**src/rtl/wbarb_pkg.sv**
```systemverilog
// Shared definitions for the two-master round-robin Wishbone arbiter:
// the arbiter state encoding and the default bus and counter widths.
package wbarb_pkg;

    localparam int unsigned AW_DEF        = 32;
    localparam int unsigned DW_DEF        = 32;
    localparam int unsigned LGTIMEOUT_DEF = 10;
    localparam int unsigned LGOUT_DEF     = 4;

    typedef enum logic [1:0] {
        ST_IDLE  = 2'd0,
        ST_OWN_A = 2'd1,
        ST_OWN_B = 2'd2,
        ST_ABORT = 2'd3
    } arb_state_t;

endpackage

```
**src/rtl/wbarb_watchdog.sv**
```systemverilog
// Bus watchdog for the arbiter: tracks requests outstanding at the slave and
// counts idle cycles while the owner waits on the slave.
//   clk, reset_n  : clock, synchronous active-low reset
//   clear         : no owner holding cyc; zero both counters
//   stb_accepted  : strobe accepted by the slave this cycle
//   stb_pending   : owner strobe held off this cycle (stalled)
//   resp          : slave ack or err this cycle
//   expired       : the idle counter steps onto all-ones this cycle
//   full          : 2^LGOUT requests outstanding, owner must be stalled
module wbarb_watchdog
    import wbarb_pkg::*;
#(
    parameter int unsigned LGTIMEOUT = LGTIMEOUT_DEF,
    parameter int unsigned LGOUT     = LGOUT_DEF
) (
    input  logic clk,
    input  logic reset_n,
    input  logic clear,
    input  logic stb_accepted,
    input  logic stb_pending,
    input  logic resp,
    output logic expired,
    output logic full
);

    localparam int unsigned OW = LGOUT + 1;
    localparam logic [OW-1:0] OUT_MAX = OW'(2 ** LGOUT);
    localparam logic [LGTIMEOUT-1:0] CNT_LAST = LGTIMEOUT'((2 ** LGTIMEOUT) - 2);

    logic [OW-1:0]        outstanding;
    logic [LGTIMEOUT-1:0] count;
    logic                 activity;
    logic                 running;

    assign activity = stb_accepted | resp;
    assign running  = (outstanding != '0) | stb_pending;
    assign full     = (outstanding == OUT_MAX);
    // Fires on the cycle the counter would reach all-ones, so the error
    // lands 2^LGTIMEOUT-1 cycles after the last bus activity.
    assign expired  = ~clear & ~activity & running & (count == CNT_LAST);

    // Outstanding request count; a response with nothing outstanding is a
    // stale ack from an abandoned cycle and is ignored.
    always_ff @(posedge clk) begin
        if (!reset_n) begin
            outstanding <= '0;
        end else if (clear) begin
            outstanding <= '0;
        end else if (stb_accepted && !resp) begin
            outstanding <= outstanding + OW'(1);
        end else if (!stb_accepted && resp && (outstanding != '0)) begin
            outstanding <= outstanding - OW'(1);
        end
    end

    // Idle-cycle counter
    always_ff @(posedge clk) begin
        if (!reset_n) begin
            count <= '0;
        end else if (clear || activity) begin
            count <= '0;
        end else if (running) begin
            count <= count + LGTIMEOUT'(1);
        end
    end

endmodule

```
**src/rtl/wbrrarbiter.sv**
```systemverilog
// Two-master, single-slave pipelined Wishbone arbiter with round-robin grant
// held for the owner's whole cyc, and a watchdog that aborts a hung slave.
//   i_clk, i_reset_n           : clock, synchronous active-low reset
//   i_a_* / o_a_*              : master A (cyc, stb, we, addr, data / ack, stall, err, data)
//   i_b_* / o_b_*              : master B, same as A
//   o_wb_* / i_wb_*            : shared slave port
// Only the state and last-grant registers are clocked; bus routing is
// combinational from them.
module wbrrarbiter
    import wbarb_pkg::*;
#(
    parameter int unsigned AW        = AW_DEF,
    parameter int unsigned DW        = DW_DEF,
    parameter int unsigned LGTIMEOUT = LGTIMEOUT_DEF,
    parameter int unsigned LGOUT     = LGOUT_DEF
) (
    input  logic          i_clk,
    input  logic          i_reset_n,
    input  logic          i_a_cyc,
    input  logic          i_a_stb,
    input  logic          i_a_we,
    input  logic [AW-1:0] i_a_addr,
    input  logic [DW-1:0] i_a_data,
    output logic          o_a_ack,
    output logic          o_a_stall,
    output logic          o_a_err,
    output logic [DW-1:0] o_a_data,
    input  logic          i_b_cyc,
    input  logic          i_b_stb,
    input  logic          i_b_we,
    input  logic [AW-1:0] i_b_addr,
    input  logic [DW-1:0] i_b_data,
    output logic          o_b_ack,
    output logic          o_b_stall,
    output logic          o_b_err,
    output logic [DW-1:0] o_b_data,
    output logic          o_wb_cyc,
    output logic          o_wb_stb,
    output logic          o_wb_we,
    output logic [AW-1:0] o_wb_addr,
    output logic [DW-1:0] o_wb_data,
    input  logic          i_wb_ack,
    input  logic          i_wb_stall,
    input  logic          i_wb_err,
    input  logic [DW-1:0] i_wb_data
);

    arb_state_t state, state_d;
    logic       last_b, last_b_d;

    logic own_a, own_b, own_cyc, own_stb, wb_stb;
    logic stb_accepted, stb_pending, resp, wd_clear;
    logic expired, full;

    // Owner-side strobe path, shared by the routing and the watchdog
    assign own_a        = (state == ST_OWN_A);
    assign own_b        = (state == ST_OWN_B);
    assign own_cyc      = (own_a & i_a_cyc) | (own_b & i_b_cyc);
    assign own_stb      = (own_a & i_a_cyc & i_a_stb) | (own_b & i_b_cyc & i_b_stb);
    assign wb_stb       = own_stb & ~full;
    assign stb_accepted = wb_stb & ~i_wb_stall;
    assign stb_pending  = own_stb & ~stb_accepted;
    assign resp         = i_wb_ack | i_wb_err;
    assign wd_clear     = ~own_cyc;

    // Read data goes to both masters; only the owner sees the ack
    assign o_a_data = i_wb_data;
    assign o_b_data = i_wb_data;

    wbarb_watchdog #(
        .LGTIMEOUT (LGTIMEOUT),
        .LGOUT     (LGOUT)
    ) u_watchdog (
        .clk          (i_clk),
        .reset_n      (i_reset_n),
        .clear        (wd_clear),
        .stb_accepted (stb_accepted),
        .stb_pending  (stb_pending),
        .resp         (resp),
        .expired      (expired),
        .full         (full)
    );

    // State and last-grant registers
    always_ff @(posedge i_clk) begin
        if (!i_reset_n) begin
            state  <= ST_IDLE;
            last_b <= 1'b1;
        end else begin
            state  <= state_d;
            last_b <= last_b_d;
        end
    end

    // Next state and bus routing. In ABORT, last_b already names the
    // former owner, so releasing from ABORT leaves it unchanged.
    always_comb begin
        state_d   = state;
        last_b_d  = last_b;
        o_wb_cyc  = 1'b0;
        o_wb_stb  = 1'b0;
        o_wb_we   = 1'b0;
        o_wb_addr = '0;
        o_wb_data = '0;
        o_a_ack   = 1'b0;
        o_a_err   = 1'b0;
        o_a_stall = i_a_stb;
        o_b_ack   = 1'b0;
        o_b_err   = 1'b0;
        o_b_stall = i_b_stb;

        unique case (state)
            ST_IDLE: begin
                if (i_a_cyc && i_b_cyc) begin
                    state_d = last_b ? ST_OWN_A : ST_OWN_B;
                end else if (i_a_cyc) begin
                    state_d = ST_OWN_A;
                end else if (i_b_cyc) begin
                    state_d = ST_OWN_B;
                end
            end

            ST_OWN_A: begin
                o_wb_cyc  = i_a_cyc;
                o_wb_stb  = wb_stb;
                o_wb_we   = i_a_we;
                o_wb_addr = i_a_addr;
                o_wb_data = i_a_data;
                o_a_ack   = i_a_cyc & i_wb_ack;
                o_a_err   = i_a_cyc & (i_wb_err | expired);
                o_a_stall = i_wb_stall | full;
                if (!i_a_cyc) begin
                    state_d  = ST_IDLE;
                    last_b_d = 1'b0;
                end else if (expired) begin
                    state_d  = ST_ABORT;
                    last_b_d = 1'b0;
                end
            end

            ST_OWN_B: begin
                o_wb_cyc  = i_b_cyc;
                o_wb_stb  = wb_stb;
                o_wb_we   = i_b_we;
                o_wb_addr = i_b_addr;
                o_wb_data = i_b_data;
                o_b_ack   = i_b_cyc & i_wb_ack;
                o_b_err   = i_b_cyc & (i_wb_err | expired);
                o_b_stall = i_wb_stall | full;
                if (!i_b_cyc) begin
                    state_d  = ST_IDLE;
                    last_b_d = 1'b1;
                end else if (expired) begin
                    state_d  = ST_ABORT;
                    last_b_d = 1'b1;
                end
            end

            ST_ABORT: begin
                if (last_b ? !i_b_cyc : !i_a_cyc) begin
                    state_d = ST_IDLE;
                end
            end

            default: state_d = ST_IDLE;
        endcase
    end

endmodule
```
**config.mk**
```make
export PLATFORM = sky130hd
export DESIGN_NAME = wbrrarbiter
export DESIGN_NICKNAME = d
export VERILOG_FILES = /design/src/rtl/wbarb_pkg.sv /design/src/rtl/wbarb_watchdog.sv /design/src/rtl/wbrrarbiter.sv
export SDC_FILE = /design/constraint.sdc
export NUM_CORES = 1
export LEC_CHECK = 0
export ABC_CLOCK_PERIOD_IN_PS = 2900
export BUFFER_PORTS_ARGS = -buffer_cell sky130_fd_sc_hd__buf_2
export CORE_AREA = 4 4 116 118
export CTS_CLUSTER_SIZE = 8
export DETAILED_ROUTE_END_ITERATION = 6
export DIE_AREA = 0 0 120 122
export PLACE_DENSITY = 0.54
export SLEW_MARGIN = 20
export SYNTH_ARGS = -nofsm -noshare
export SYNTH_HDL_FRONTEND = slang
export SYNTH_SLANG_ARGS = --single-unit
```
**constraint.sdc**
```tcl
create_clock -name i_clk -period 2.9 [get_ports i_clk]
set_input_delay 0.145 -clock i_clk [delete_from_list [all_inputs] [get_ports i_clk]]
set_output_delay 0.145 -clock i_clk [all_outputs]
set_load 0.005 [all_outputs]
```
# Yosys cells after proc, flatten, opt, wreduce, memory -nomap -nowiden
# Cells that the tools add are included.
[word_totals]
ff_bits = 18
input_bits = 171
output_inout_bits = 137
wordCells = 89
[op_classes]
addsub = 3
n_eq_ne = 9
n_mux = 28
bitwise_logic = 27
n_reduce_logical = 18
[op_table]
columns = ["cell", "count"]
rows = [
  ["$pmux 32 s2", 2],
  ["$mux 2", 8],
  ["$and 1x1->1", 14],
  ["$mux 1", 12],
  ["$add 10x1->10 const B", 1],
  ["$eq 10x10->1 const B", 1],
  ["$mux 5", 2],
  ["$pmux 2 s4", 1],
  ["$or 1x1->1", 7],
  ["$ne 3x2->1 const B", 2],
  ["$not 1->1", 6],
  ["$pmux 1 s2", 3],
  ["$add 5x1->5 const B", 1],
  ["$eq 5x5->1 const B", 1],
  ["$reduce_bool 5->1", 1],
  ["$sub 5x1->5 const B", 1],
  ["$eq 2x2->1 const B", 2],
  ["$logic_and 1x1->1", 4],
  ["$logic_not 1->1", 4],
  ["$ne 4x4->1 const B", 1],
  ["$reduce_and 2->1", 2],
  ["$reduce_bool 2->1", 2],
  ["$reduce_or 2->1", 2],
  ["$reduce_and 3->1", 1],
  ["4 further kinds", 4],
]

# Longest topological paths before layout
[logic_depth]
ltp_word = 14
ltp_mapped = 14
depth_no_buf = 13

# Cells and area by module
# Synthesis repeated with hierarchy kept, for this count alone.
[hier_totals]
hier_cells = 364
hier_area_um2 = 2758.9
[by_module_without_submodules]
columns = ["mod", "n_inst", "cells_each", "area_per_inst_um2"]
rows = [
  ["wbrrarbiter", 1, 263, 1855.5],
  ["wbarb_watchdog", 1, 101, 903.4],
]

# Worst setup path after synthesis
# No wires, ideal clock.
[synth_timing]
path_kind = "register to register"
start = "register state[0]"
end = "register u_watchdog.outstanding[4]"
arrival_time_ns = 2.475
required_ns = 2.777
slack_ns = 0.302
stages_incl_launch_ff = 15
path_buffers = 1
synth_period_minus_slack_ns = 2.598
path_cell_list = "dfxtp_1 -> inv_1 -> ha_1 -> clkbuf_1 -> nand3_1 -> a221o_2 -> nor2_2 -> inv_1 -> fa_1 -> nand3_1 -> nand2_1 -> nor3b_1 -> o32ai_1 -> xnor2_1 -> nor2_1"
[synth_between]
elab_chain_cells = 10
word_cells_on_any_way = 17
cone_classes = "eq/ne (2); mux (1); bitwise (8); reduce/logical (6)"
[synth_lines]
columns = ["item", "line", "rtl"]
rows = [
  ["from (decl)", "wbrrarbiter.sv:48", "arb_state_t state, state_d;"],
  ["from (signal assigned)", "wbrrarbiter.sv:90", "state <= state_d;"],
  ["$eq 2x1->1 or $eq 2x2->1 (tied branches)", "wbrrarbiter.sv:56, wbrrarbiter.sv:57", ""],
  ["$and 1x1->1", "wbrrarbiter.sv:58, wbrrarbiter.sv:59", ""],
  ["$and 1x1->1", "wbrrarbiter.sv:59", "assign own_stb = (own_a & i_a_cyc & i_a_stb) | (own_b & i_b_cyc & i_b_stb);"],
  ["$or 1x1->1", "wbrrarbiter.sv:59", ""],
  ["$and 1x1->1", "wbrrarbiter.sv:60", "assign wb_stb = own_stb & ~full;"],
  ["$and 1x1->1", "wbrrarbiter.sv:61", "assign stb_accepted = wb_stb & ~i_wb_stall;"],
  ["$logic_not 1->1", "wbarb_watchdog.sv:51", "end else if (!stb_accepted && resp && (outstanding != '0)) begin"],
  ["$logic_and 1x1->1 (2 in a row)", "wbarb_watchdog.sv:51", ""],
  ["$reduce_bool 2->1 (no source line)", "n/a", ""],
  ["to (signal assigned)", "wbarb_watchdog.sv:50", "outstanding <= outstanding + OW'(1);"],
  ["to (signal assigned)", "wbarb_watchdog.sv:52", "outstanding <= outstanding - OW'(1);"],
  ["to (decl)", "wbarb_watchdog.sv:30", "logic [OW-1:0] outstanding;"],
]
# Several ways; a longest one is shown, not always the timed one.
# A chain may end at the register's enable or synchronous reset.

# Final worst setup path
[layout_timing]
start = "register state[0]"
end = "output port o_a_err"
[layout_between]
elab_chain_cells = 14
word_cells_on_any_way = 21
cone_classes = "eq/ne (2); mux (1); bitwise (18)"
[layout_lines]
columns = ["item", "line", "rtl"]
rows = [
  ["$eq 2x1->1 or $eq 2x2->1 (tied branches)", "wbrrarbiter.sv:56, wbrrarbiter.sv:112, wbrrarbiter.sv:57", ""],
  ["$and 1x1->1", "wbrrarbiter.sv:58, wbrrarbiter.sv:59", ""],
  ["$and 1x1->1", "wbrrarbiter.sv:59", ""],
  ["$or 1x1->1", "wbrrarbiter.sv:59", ""],
  ["$and 1x1->1", "wbrrarbiter.sv:60", ""],
  ["$and 1x1->1", "wbrrarbiter.sv:61", ""],
  ["$or 1x1->1 or $not 1->1 (tied branches)", "wbarb_watchdog.sv:35, wbrrarbiter.sv:62", ""],
  ["$not 1->1 or $and 1x1->1 (tied branches)", "wbarb_watchdog.sv:40, wbrrarbiter.sv:62", ""],
  ["$and 1x1->1 or $or 1x1->1 (tied branches)", "wbarb_watchdog.sv:40, wbarb_watchdog.sv:36", ""],
  ["$and 1x1->1 (2 in a row)", "wbarb_watchdog.sv:40", "assign expired = ~clear & ~activity & running & (count == CNT_LAST);"],
  ["$or 1x1->1", "wbrrarbiter.sv:130", "o_a_err = i_a_cyc & (i_wb_err | expired);"],
  ["$and 1x1->1", "wbrrarbiter.sv:130", ""],
  ["$mux 1 *", "wbrrarbiter.sv:112", "unique case (state)"],
  ["to (decl)", "wbrrarbiter.sv:26", "output logic o_a_err,"],
]
# Every way passes the cells marked *; elsewhere a longest branch is shown, timed or not.

==> impl_results.md <==
- Std-Cell Rows: 41
- Most frequent cells in the layout: 211 x buf_2, 66 x a22oi_1, 66 x nor2b_1, 25 x nor2_1, 18 x dfxtp_1
- GRT Total Usage: 11.7%
- Synthesized area: 2660 sq um
- CP Capture Type: primary output
- Combinational Power Share: 61.2%
- Overall via count from detail_route: 2,995
- Pwr dens: 425 nW/um^2
- Hold_buf cts: 0
- Post-synthesis sequential area ratio: 13.5%
- CP Launch Type: flop
- Most used cell, CP: nor2_1
- # H-tree levels: 1
- Avg Vias per Cell: 4.49
- Hold/Removal Path Class: primary input to flop
- IO Pins: 308
- Fin crit share: 91.9%
- Remaining DRCs: 0
- Peak Freq: 375 MHz
- CP Max Fanout: 71
- Syn-to-layout area delta: 31.5%
- Clk buf depth: 2
- First-pass iteration count of the detailed router: 4
- Synth Instances: 365
- Nets: 678
- Final setup vio count: 0
- Ys Warns: 0
- CP top delay family: simple AND/OR/NAND/NOR gates
- Die ar.: 14,600 sq um
- Placer Congestion: 0.808
- CTS root buffer: clkbuf_16
- Fin crit period: 2.67 ns
- Slowest cell on crit path: buf_6
- Placed Area: 3410 sq um
- CP max stage delay: 0.41 ns
- Initial Util: 21.4%
- Net Sw Frac: 38.7%
- Mean post-synth cell area: 7.29 sq um
- RSZ-0062 raised after global routing: no
- Post-synth EDFFs: 0
- WL met3: 891 um
- FFs w/ async S/R, synth: 0%
- Leading register cell type out of synthesis: dfxtp_1
- Die height: 122 um
- Metal2 WL: 4700 um
- Horiz. Die Dim: 120 um
- Max-slew violation count: 0
- Initial antenna violation count: 0
- Worst skew pair latency: 0.25 ns
- Share of cells above drive strength 1: 46.1%
- Post-route antenna net violation count: 0
- Post-CTS setup buffers: 0
- Final Routed Wirelength: 9500 um
- Final Instance Area: 3500 sq um
- Outcome: finished, final reports clean
- WP buf/inv: 3
- Core area: 12,500 sq um
- Most common cell after layout, fill and taps aside: buf_2
- Sink Count: 18
- Total CTS buffers: 3
- Final hold violations: 0
- Yosys reg bits: 18
- IO buf count: 211
- N_diodes: 0
- Netlist cell types: 40
- Worst-path clk slew: 0.05 ns
- Pleak: 1.63 nW
- CTS tree: yes
- Fin Setup TNS: 0 ns
- Fin Clk Skew: 0.00211 ns
- Synthesized Nets: 547
- Measured slew at the worst slew-check pin: 0.526 ns
- Sequential Power Share: 18.4%
- Detailed Place HPWL: 7860 um
- First-pass GRT wire length: 14,400 um
- WL per Instance: 14.2 um
- DR top layer: met4
- Largest net degree at the start of global routing: 72
- Grt total ovfl: 0
- Psw: 0.000577 W
- Critical-path cell list: inv_1, ha_2, buf_6, nand4_1, o2111ai_2, and3_1, and4_1, nor2_1, nor2_1, buf_2
- Internal: 0.000912 W
- Max_cap viols: 0
- Crit path DAT: 2.52 ns
- Max VDD drop: 0.192 mV
- Number of global-route vias before repair: 3,011
- Post-Route M1 WL: 3840 um
- Required @ worst endpoint: 2.76 ns
- Clock power frac: 20.4%
- Crit Path Class: flop to primary output
- 1st-iter DRT viols: 102
- Max-slew headroom: 64.9%
tightest hold or removal path: stages:
cell     delay, ns
buf_2         0.09
inv_1         0.07
a21oi_1       0.11
kinds of logic (layout without fill, tap and decap cells):
kind of cell               after synthesis  after routing  synth area share (%)
xor gates and xnor gates                11             11                  3.62
muxes                                    4              4                  1.55
adders and majority gates               11             11                  5.45
DFF                                     18             18                  13.5
buffers and inverters                   97            227                  22.7
AOI/OAI and AO/OA                       94             94                  25.5
and+or+nand+nor                        130            130                  27.6
power by group through the flow:
stage,Sequential [W],Combinational [W],Clock (W)
floorplan,0.000275,0.000644,0
global placement,0.000277,0.000896,0
detailed placement,0.000279,0.000916,0
CTS,0.000273,0.000917,0.000314
global route,0.000275,0.00101,0.000324
finish,0.000274,0.000910,0.000304
state kept, by name, indices dropped and copies added (netlist names):
register,flops
last_b,1
state,2
u_watchdog.outstanding,5
u_watchdog.count,10
Yosys cell counts, types with 2 or more instances:
cell type,n,area [sq um]
a22oi_1,66,495
nor2b_1,66,413
buf_4,64,480
nor2_1,25,93.8
clkbuf_1,21,78.8
dfxtp_1,18,360
nand2_1,12,45.0
a21oi_1,11,55.1
ha_1,10,125
inv_1,8,30.0
and3_1,6,37.5
nand3_1,6,30.0
xnor2_1,6,52.6
xor2_1,5,43.8
o21ai_0,4,20.0
buf_1,3,11.3
mux2i_1,3,30.0
o21ai_1,3,15.0
or3_1,3,18.8
a211oi_1,2,15.0
and2_1,2,12.5
and4_1,2,17.5
nor3b_1,2,15.0
routing by layer:
metal	vias to the layer above	GRT usage (%)
met3	9	3.34
li1	1472	-
met4	0	2.29
met2	154	20.6
met1	1360	14.4
met5	-	0
path summary, 6_finish.rpt:
kind	startpoint	endpoint	slack (ns)	cells past startpoint
worst max-delay path	state[0]	o_a_err	0.23	10
worst min-delay path	i_reset_n	state[0]	0.21	3
worst max register to register	state[0]	u_watchdog.outstanding[4]	0.28	13
worst min register to register	u_watchdog.count[6]	u_watchdog.count[6]	0.49	2
cell type report:
| type | instances | area (sq um) |
|---|---|---|
| fillers | 1358 | 8960 |
| multi-input cells | 250 | 1700 |
| repair buffers | 215 | 1110 |
| flip-flops and latches | 18 | 360 |
| well taps | 172 | 215 |
| clock buffers | 4 | 88.8 |
| inverters | 8 | 30.0 |
metrics by stage:
step                      hold WS, ns  util [%]  cells  total power [W]  setup WS [ns]
final                           0.208      28.1    667          0.00149          0.234
after global routing            0.242      28.1    667          0.00161         0.0117
after CTS                       0.201      28.0    667          0.00150         0.0234
after detailed placement        0.290      27.3    663          0.00120          0.300
after global placement          0.290      27.3    663          0.00117          0.418
after floorplan                 0.316         -    365         0.000919          0.302
what timing repair did:
item,CTS,global route
gates resized for setup,0,2
endpoints found under the setup margin,0,2
hold endpoints to repair,0,0
Note: power is estimated with default switching activity, not from simulation.
